`config.mk`:
```
export PLATFORM = sky130hd
export DESIGN_NAME = hex_scan_driver
export DESIGN_NICKNAME = d
export VERILOG_FILES = /design/src/rtl/hex_scan_driver.sv
export SDC_FILE = /design/constraint.sdc
export NUM_CORES = 1
export LEC_CHECK = 0
export CORE_UTILIZATION = 54
export DETAILED_ROUTE_END_ITERATION = 10
export PLACE_DENSITY_LB_ADDON = 0.15
export SYNTH_ARGS = -nofsm -noshare
export SYNTH_HDL_FRONTEND = slang
export SYNTH_SLANG_ARGS = --single-unit
```
`constraint.sdc`:
```
create_clock -name clk -period 2.52 [get_ports clk]
set_input_delay 0.252 -clock clk [delete_from_list [all_inputs] [get_ports clk]]
set_output_delay 0.252 -clock clk [all_outputs]
set_load 0.005 [all_outputs]
```
`src/rtl/hex_scan_driver.sv`:
```
`default_nettype none
// ============================================================================
// Module   : hex_scan_driver
// Purpose  : Time-multiplexed scan driver for a multi-digit hex display. It
//            holds a committed display value, steps through its digits at a
//            programmable refresh rate and presents one nibble at a time to a
//            downstream hex-to-seven-segment decoder together with an
//            active-low one-hot digit enable. New values are staged in a
//            pending register and committed only at frame boundaries, so a
//            frame never mixes old and new digits. Optional leading-zero
//            blanking suppresses zero digits above the most significant
//            non-zero digit (digit 0 is always shown).
// Ports    : clk        - system clock, rising edge
//            rst_n      - asynchronous active-low reset
//            load       - one-cycle strobe, samples data into pending
//            data       - new display value, digit i = data[4*i+3:4*i]
//            blank_lz   - leading-zero blanking enable (combinational effect)
//            hex        - nibble of the current digit
//            dig_en_n   - active-low one-hot digit enable, all ones if blanked
//            blank      - current digit suppressed
//            pend       - a loaded value waits for the next frame boundary
//            frame_done - one-cycle pulse in the last-digit wrap cycle
// Revision : 1.0 - initial release
// ============================================================================
module hex_scan_driver #(
  parameter int DIGITS   = 4,
  parameter int SCAN_DIV = 50000
) (
  input  logic                  clk,
  input  logic                  rst_n,
  input  logic                  load,
  input  logic [4*DIGITS-1:0]   data,
  input  logic                  blank_lz,
  output logic [3:0]            hex,
  output logic [DIGITS-1:0]     dig_en_n,
  output logic                  blank,
  output logic                  pend,
  output logic                  frame_done
);

  localparam int c_CNT_W = $clog2(SCAN_DIV);
  localparam int c_IDX_W = $clog2(DIGITS);
  localparam logic [c_CNT_W-1:0] c_CNT_MAX = c_CNT_W'(SCAN_DIV - 1);
  localparam logic [c_IDX_W-1:0] c_IDX_MAX = c_IDX_W'(DIGITS - 1);

  logic [c_CNT_W-1:0]  r_cnt;
  logic [c_IDX_W-1:0]  r_idx;
  logic [4*DIGITS-1:0] r_disp;
  logic [4*DIGITS-1:0] r_pending;
  logic                r_pend;

  logic                w_tick;
  logic                w_wrap;
  logic [3:0]          w_hex;
  logic                w_upper_zero;
  logic                w_blank;
  logic [DIGITS-1:0]   w_onehot;

  assign w_tick = (r_cnt == c_CNT_MAX);
  assign w_wrap = w_tick && (r_idx == c_IDX_MAX);

  // Prescaler and digit index.
  always_ff @(posedge clk or negedge rst_n) begin
    if (!rst_n) begin
      r_cnt <= '0;
      r_idx <= '0;
    end else begin
      if (w_tick) begin
        r_cnt <= '0;
        r_idx <= (r_idx == c_IDX_MAX) ? '0 : r_idx + c_IDX_W'(1);
      end else begin
        r_cnt <= r_cnt + c_CNT_W'(1);
      end
    end
  end

  // Staging and frame-boundary commit. A load coinciding with the wrap goes
  // straight to the display, bypassing pending, so it is not lost or delayed
  // by a frame.
  always_ff @(posedge clk or negedge rst_n) begin
    if (!rst_n) begin
      r_disp    <= '0;
      r_pending <= '0;
      r_pend    <= 1'b0;
    end else begin
      if (load) begin
        r_pending <= data;
      end
      if (w_wrap) begin
        r_pend <= 1'b0;
        if (load) begin
          r_disp <= data;
        end else if (r_pend) begin
          r_disp <= r_pending;
        end
      end else if (load) begin
        r_pend <= 1'b1;
      end
    end
  end

  // Digit mux, and detection of "this digit and everything above it is zero"
  // which is the leading-zero condition for the current digit.
  always_comb begin
    w_hex        = 4'h0;
    w_upper_zero = 1'b1;
    for (int i = 0; i < DIGITS; i++) begin
      if (c_IDX_W'(i) == r_idx) begin
        w_hex = r_disp[4*i +: 4];
      end
      if ((i >= int'(r_idx)) && (r_disp[4*i +: 4] != 4'h0)) begin
        w_upper_zero = 1'b0;
      end
    end
  end

  always_comb begin
    w_onehot = '0;
    for (int i = 0; i < DIGITS; i++) begin
      w_onehot[i] = (c_IDX_W'(i) == r_idx);
    end
  end

  assign w_blank = blank_lz && (r_idx != '0) && w_upper_zero;

  assign hex        = w_hex;
  assign blank      = w_blank;
  assign dig_en_n   = w_blank ? '1 : ~w_onehot;
  assign pend       = r_pend;
  assign frame_done = w_wrap;

endmodule
`default_nettype wire

```
**Yosys cells after proc, flatten, opt, wreduce, memory -nomap -nowiden**

Cells that the tools add are included.

- Bits of input ports: 20
- Output and inout bits: 11
- Register bits after elaboration: 51
- Logic and storage cells: 46

- Add/subtract/negate cells: 2
- Reduce and logical (&&, ||, !) cells: 15
- Equality and inequality tests: 5
- Bitwise operators: 1
- Magnitude comparators: 3
- Multiplexer cells: 15

Operators with widths:

| cell | count |
|---|---|
| $mux 16 | 3 |
| $mux 4 | 5 |
| $add 16x1->16 const B | 1 |
| $eq 16x16->1 const B | 1 |
| $reduce_bool 4->1 | 4 |
| $logic_and 1x1->1 | 6 |
| $mux 1 | 6 |
| $reduce_bool 2->1 | 3 |
| $eq 2x2->1 const A | 2 |
| $ge 1x2->1 const A | 2 |
| $not 4->4 | 1 |
| $add 2x1->2 const B | 1 |
| $eq 1x2->1 const A | 1 |
| $eq 2x2->1 const B | 1 |
| $ge 2x2->1 const A | 1 |
| $logic_not 2->1 | 1 |
| $mux 2 | 1 |
| $reduce_and 2->1 | 1 |

**Longest topological paths before layout**

Gate-level depths: netlist (run 1).

- Depth in word-level cells: 8
- Depth in mapped cells: 7
- Mapped depth without buffers: 6

**Least setup slack after synthesis (run 1)**

No wires, ideal clock.

- Path type: register to register
- From: reg r_cnt[0]
- To: reg r_disp[10]
- Library setup time: 0.125 ns
- Setup slack: 0.588 ns
- Arrival time: 1.807 ns
- Period minus slack after synthesis: 1.932 ns
- Cell stages (with the launch flop): 8
- Cell sequence: dfrtp_1 -> ha_1 -> and3_1 -> nand4_2 -> or3_1 -> buf_6 -> buf_12 -> mux2_4

- Word-level cells in the longest chain between the ends: 3

Ends and longest elaborated chain:

| element | line | text |
|---|---|---|
| start, declared | 46 | `logic [c_CNT_W-1:0] r_cnt;` |
| start signal, assigned | 72 | `r_cnt <= r_cnt + c_CNT_W'(1);` |
| $eq 16x16->1 | 59 | `assign w_tick = (r_cnt == c_CNT_MAX);` |
| $logic_and 1x1->1 | 60 | `assign w_wrap = w_tick && (r_idx == c_IDX_MAX);` |
| $reduce_and 2->1 (no source line) | n/a |  |
| end signal, assigned | 92 | `r_disp <= data;` |
| end signal, assigned | 94 | `r_disp <= r_pending;` |
| end, declared | 48 | `logic [4*DIGITS-1:0] r_disp;` |

No other way between the ends.
A chain may end at the register's enable or synchronous reset.

**Worst setup path in the final report (run 1)**

- From: reg r_disp[6]
- To: out dig_en_n[2]

- Word-level cells in the longest chain between the ends: 7

Ends and longest elaborated chain:

| element | line | text |
|---|---|---|
| $reduce_bool 4->1 | 111 | `if ((i >= int'(r_idx)) && (r_disp[4*i +: 4] != 4'h0)) begin` |
| $logic_and 1x1->1 | 111 |  |
| $mux 1 (3 in series) | 111 |  |
| $logic_and 1x1->1 | 124 | `assign w_blank = blank_lz && (r_idx != '0) && w_upper_zero;` |
| $mux 4 | 128 | `assign dig_en_n = w_blank ? '1 : ~w_onehot;` |
| end, declared | 35 | `output logic [DIGITS-1:0] dig_en_n,` |

No other way between the ends.

==> results of run 1 <==
## repair_timing
action | 4_1_cts | 5_1_grt
buffers inserted | 0 | 1
hold buffers | 0 | 0
endpoints found under the setup margin | 3 | 8
resized for setup | 1 | 7
pin swaps | 1 | 0
gates cloned | 0 | 0
## layer usage
layer	share of wire, %	vias up	GRT usage [%]
li1	-	735	-
met1	47	780	29.4
met2	47	32	36.0
met3	3.9	8	5.92
met4	1.2	0	6.25
met5	0	-	0
## layout make-up
cell class	count	area [sq um]	area share, %
clock buffers	6	82.6	2.90
clock inverters	1	5.00	0.176
inverters	7	26.3	0.922
multi-input cells	128	1070	37.6
flip-flops and latches	51	1280	44.8
well taps	50	62.6	2.20
repair buffers	34	325	11.4
## registers in the layout, indices dropped and copies added, names as in the netlist
name	cells
pend	1
r_cnt	16
r_pending	16
r_idx	2
r_disp	16
## power by group
part | internal (mW) | leakage, nW | switching [mW]
registers | 0.853 | 0.648 | 0.0170
clock network | 0.216 | 0.0470 | 0.243
logic | 0.0702 | 0.593 | 0.0487
total | 1.14 | 1.29 | 0.309
## cells in the final DEF, fill, tap and decap left out, types with 2 or more instances in the layout
cell,count
nand2_1,18
dfrtp_1,51
inv_1,6
a21oi_1,9
nor2_1,13
and4bb_2,2
nand4_1,4
xor2_1,3
ha_4,2
mux2_4,10
mux2_2,22
o21ai_0,7
buf_4,4
ha_1,4
clkdlybuf4s50_1,29
xnor2_1,9
clkbuf_8,6
nand3b_1,4
and4_2,2
nor3_1,2
nor4b_4,2
nand3_1,5
## worst register-to-register path, stage by stage, from the launching register on
cell and delay, ns:
dfrtp_1 0.40, ha_1 0.23, and3_1 0.25, nand4_2 0.17, or3_1 0.39, buf_4 0.23
mux2_4 0.34
## kinds of logic (layout without fill, tap and decap cells)
logic type	count (synthesis)	after routing	share of synthesized area [%]
AO/OA/AOI/OAI	18	18	4.07
XOR/XNOR	12	12	4.39
adder cells (fa/ha/maj)	6	6	3.13
buffers and inverters	15	48	3.97
flip-flops	51	51	53.3
multiplexers	33	33	17.0
AND/OR/NAND/NOR	59	59	14.2
## per-stage QoR
stage	area [sq um]	power [mW]	TNS, ns	hold slack, ns
floorplan	2400	0.937	0	-0.0436
global placement	2710	0.995	0	0.384
detailed placement	2710	1.00	0	0.394
CTS	2800	1.46	0	0.0750
global route	2850	1.51	-0.0379	0.0953
finish	2850	1.45	0	0.0495
## worst max-delay path by stage
stage / from / slack [ns] / to / depth (start not counted)
final: r_disp[6]$_DFFE_PN0P_ / 0.09 / dig_en_n[2] / 5
after detailed placement: r_idx[0]$_DFFE_PN0N_ / 0.31 / dig_en_n[2] / 6
after floorplan: r_cnt[0]$_DFF_PN0_ / 0.59 / r_disp[10]$_DFFE_PN0P_ / 7
after global routing: r_disp[6]$_DFFE_PN0P_ / -0.02 / dig_en_n[2] / 5
after CTS: r_idx[0]$_DFFE_PN0N_ / 0.04 / dig_en_n[2] / 6
after global placement: r_idx[0]$_DFFE_PN0N_ / 0.39 / dig_en_n[1] / 6
==> summary.md, run 1 <==
| Metric | Value |
|---|---|
| Status | `complete, no violations` |
| I/O pins | `31` |
| Min-delay worst type | `in2async` |
| Vias in the first global route | `between 1.5k and 2k` |
| Vias per cell | `5.61` |
| R2r endpoint | `r_disp[6]$_DFFE_PN0P_` |
| Primary FF master, synth | `dfrtp_1` |
| Antenna-violating nets left | `0` |
| Pwr dens | `508 mW/mm^2` |
| Routed WL | `4660 um` |
| Buf/Inv on CP | `1` |
| Final period util | `96.3%` |
| Reg2reg setup slack | `~0.4 ns` |
| Max incr delay on CP | `0.53 ns` |
| RR Startpoint | `r_cnt[0]$_DFF_PN0_` |
| Most common cell in the synthesized netlist | `dfrtp_1` |
| Drt wl/cell | `16.8 um` |
| CTS tree | `built` |
| Total Nets Final | `253` |
| Initial DRT Pass Iterations | `4` |
| Post-synth top area cell | `dfrtp_1` |
| Highest Clock Rate | `0.412 GHz` |
| Slew headroom | `approximately three fifths` |
| Die Ht | `68.6 um` |
| Worst Reg-to-Reg Cells | `6` |
| Slew Limit Fails | `0` |
| Crit Path Max Fanout | `4` |
| Async SR Flop Fraction | `between 90% and 100%` |
| Leak | `1.29 nW` |
| Register bit count reported by yosys | `51` |
| Initial core utilization | `slightly below 60%` |
| Hpwl dp | `3300 um` |
| Core Util, Final | `69.2%` |
| Setup WS pre-CTS | `0.309 ns` |
| Critical Path AT | `2.18 ns` |
| Kind of cell adding the most delay to the critical path | `simple AND/OR/NAND/NOR gates` |
| Root Driver | `clkbuf_8` |
| Worst Setup Start Kind | `register` |
| Slew @ Worst Pin | `between 0.6 and 0.7 ns` |
| Worst skew pair latency | `0.30 ns` |
| Final Hold Vio Count | `0` |
| Placed insts | `269` |
| Initial antenna violation count | `0` |
| Largest cells by area after synthesis | `dfrtp_1 53%, mux2_2 10%, mux2_4 6.3%` |
| Clock sink count | `51` |
| Sequential area share after synthesis | `53.3%` |
| Max Buffers Root-to-Sink | `2` |
| Site row count | `23` |
| Final Wtd Congestion | `0.827` |
| Netlist cell types | `33` |
| Area grow syn2layout | `18.9%` |
| CP Data Required Time | `2.27 ns` |
| Largest net degree at the start of global routing | `52` |
| Max-cap viol count | `0` |
| CP Cell Sequence | `or4_1, o21ai_0, o2111ai_2, nand2_1, clkdlybuf4s50_1` |
| Layout Skew | `0.00750 ns` |
| CTS buffer count | `5` |
| Total number of vias | `around 1.6k` |
| Syn Std Cell Area | `0.00240 sq mm` |
| Final setup margin | `a little over 0.09 ns` |
| Syn_area_per_cell | `~12 sq um` |
| Final setup viols | `0` |
| Clock transition at the registers of the reported paths | `0.09 ns` |
| Fillers | `just over 300` |
| CTS H-Tree Depth | `2` |
| Syn nets | `220` |
| GRT overflow | `0` |
| Synth top area share | `53.3%` |
| Post-synth EDFFs | `0` |
| Core Region | `between 0.004 and 0.005 sq mm` |
| Initial DRC count | `82` |
| Synth warn | `0` |
| First-pass GRT wire length | `7420 um` |
| Die Area | `0.00471 sq mm` |
| Crit path max-delay cell type | `or4_1` |
| Crit path kind | `reg2out` |
| # diodes | `0` |
| Commonest cells in the netlist | `51 x dfrtp_1, 22 x mux2_2, 18 x nand2_1` |
| Max VDD drop | `0.000366 V` |
| # DRC | `0` |
| Synthesized instance count | `about 190` |
| Die W | `a little under 70 um` |
| Tmin final | `between 2 and 2.5 ns` |
| GRT Util Overall | `around 22%` |
| Setup crit end kind | `output pin` |
| IO buf count | `30` |
| Fin cells | `277` |
| Layout cells sized above 1 | `25.1%` |
Power figures use the tool's default switching activity.
==> inputs of run 2 (changes only) <==
HOLD_SLACK_MARGIN = 0.1   (was not set)
==> summary.md, run 2 (synthesized netlist as in run 1, its figures left out) <==
| Metric | Value |
|---|---|
| Worst Setup Start Kind | `register` |
| Setup TNS | `0 ns` |
| GRT overflow | `0` |
| Initial core utilization | `58.2%` |
| Layout Skew | `0.00750 ns` |
| Slew @ Worst Pin | `0.615 ns` |
| Largest net degree at the start of global routing | `52` |
| # diodes | `0` |
| Leading cell type in the layout, fill and taps excluded | `dfrtp_1` |
| Slew headroom | `59.0%` |
| First-pass GRT wire length | `7440 um` |
| Highest Clock Rate | `a little over 0.4 GHz` |
| Max VDD drop | `0.000366 V` |
| Worst skew pair latency | `0.30 ns` |
| Die Ht | `about 70 um` |
| Placed insts | `269` |
| # DRC | `0` |
| Die Area | `between 0.004 and 0.005 sq mm` |
| Area grow syn2layout | `19.3%` |
| Vias in the first global route | `~1.5k` |
| Pwr Total | `1.45 mW` |
| Slew Limit Fails | `0` |
| Biggest regs | `r_cnt (16), r_disp (16), r_pending (16)` |
| CP Data Required Time | `~2.3 ns` |
| Core Region | `about 0.0041 sq mm` |
| I/O pins | `31` |
| Final Hold Vio Count | `0` |
| Fin cells | `278` |
| GRT Util Overall | `22.4%` |
| Core Util, Final | `69.5%` |
| Max Buffers Root-to-Sink | `2` |
| Crit path kind | `reg2out` |
| CTS H-Tree Depth | `2` |
| Final period util | `96.3%` |
| Crit Path Max Fanout | `4` |
| Layout cells sized above 1 | `25.0%` |
| Routed WL | `between 4000 and 5000 um` |
| Min-delay worst type | `reg2reg` |
| CTS tree | `built` |
| Root Driver | `clkbuf_8` |
| Initial DRC count | `80` |
| Vias per cell | `5.60` |
| Total number of vias | `1557` |
| Hpwl dp | `3300 um` |
| Critical Path AT | `2.18 ns` |
| Pwr dens | `507 mW/mm^2` |
| Hold Slack | `0.482 ns` |
| IO buf count | `30` |
| Final setup viols | `0` |
| Tmin final | `~2.4 ns` |
| Initial DRT Pass Iterations | `4` |
| CTS buffer count | `5` |
| Antenna-violating nets left | `0` |
| Initial antenna violation count | `0` |
| Die W | `roughly 70 um` |
| Clock transition at the registers of the reported paths | `0.09 ns` |
| Status | `complete, no violations` |
| Clock sink count | `51` |
| Final Wtd Congestion | `0.827` |
| Total Nets Final | `254` |
| Setup crit end kind | `output pin` |
| Site row count | `23` |
| Leak | `1.29 nW` |
| Max-cap viol count | `0` |
| Drt wl/cell | `approximately 17 um` |
| Most frequent cells in the layout | `51 x dfrtp_1, 29 x clkdlybuf4s50_1, 22 x mux2_2, 18 x nand2_1, 13 x nor2_1` |
-- run 2: worst paths after layout --
path / from / endpoint / slack (ns) / cells after the start
max reg2reg: r_cnt[0]$_DFF_PN0_ / r_disp[6]$_DFFE_PN0P_ / 0.40 / 6
min: r_cnt[15]$_DFF_PN0_ / r_cnt[15]$_DFF_PN0_ / 0.48 / 1
max: r_disp[6]$_DFFE_PN0P_ / dig_en_n[2] / 0.09 / 5
min in group asynchronous: rst_n / r_pending[6]$_DFFE_PN0P_ / 0.59 / 3
min reg2reg: r_cnt[15]$_DFF_PN0_ / r_cnt[15]$_DFF_PN0_ / 0.48 / 1
max in group asynchronous: rst_n / r_cnt[5]$_DFF_PN0_ / 1.52 / 3
-- run 2: what timing repair did --
| action | CTS | global route |
|---|---|---|
| gates resized for setup | 1 | 7 |
| setup endpoints to repair | 3 | 8 |
| hold buffers | 1 | 0 |
| pin swaps | 1 | 0 |
| hold endpoints to repair | 51 | 0 |
| buffers inserted | 0 | 1 |
-- run 2: worst max-delay path, cell delays in order, from the launching register on --
cell             delay, ns
dfrtp_1               0.41
or4_1                 0.53
o21ai_0               0.12
o2111ai_2             0.21
nand2_1               0.12
clkdlybuf4s50_1       0.49
-- run 2: power by group --
| part | switching [mW] | internal, mW |
|---|---|---|
| clock | 0.243 | 0.216 |
| combinational | 0.0488 | 0.0712 |
| sequential | 0.0170 | 0.853 |
| total | 0.309 | 1.14 |
-- run 2: final cells by class --
cell class / instances / area [sq um]
Clock buffer: 6 / 82.6
Inverter: 7 / 26.3
Fill cell: 302 / 1260
Multi-Input combinational cell: 128 / 1070
Timing Repair Buffer: 35 / 335
Clock inverter: 1 / 5.00
Tap cell: 50 / 62.6
Sequential cell: 51 / 1280
-- run 2: routing by layer --
metal  global-route usage [%]  up-vias  wire [um]
met5                        0        -          0
met4                     6.25        0         57
met3                     5.92        8        179
met2                     36.3       32       2220
met1                     29.4      780       2220
li1                         -      737          -
-- run 2: stage by stage --
stage               area [sq um]  setup WS [ns]
floorplan                   2400          0.588
global placement            2710          0.394
detailed placement          2710          0.309
CTS                         2810         0.0415
global route                2860        -0.0193
finish                      2860         0.0921
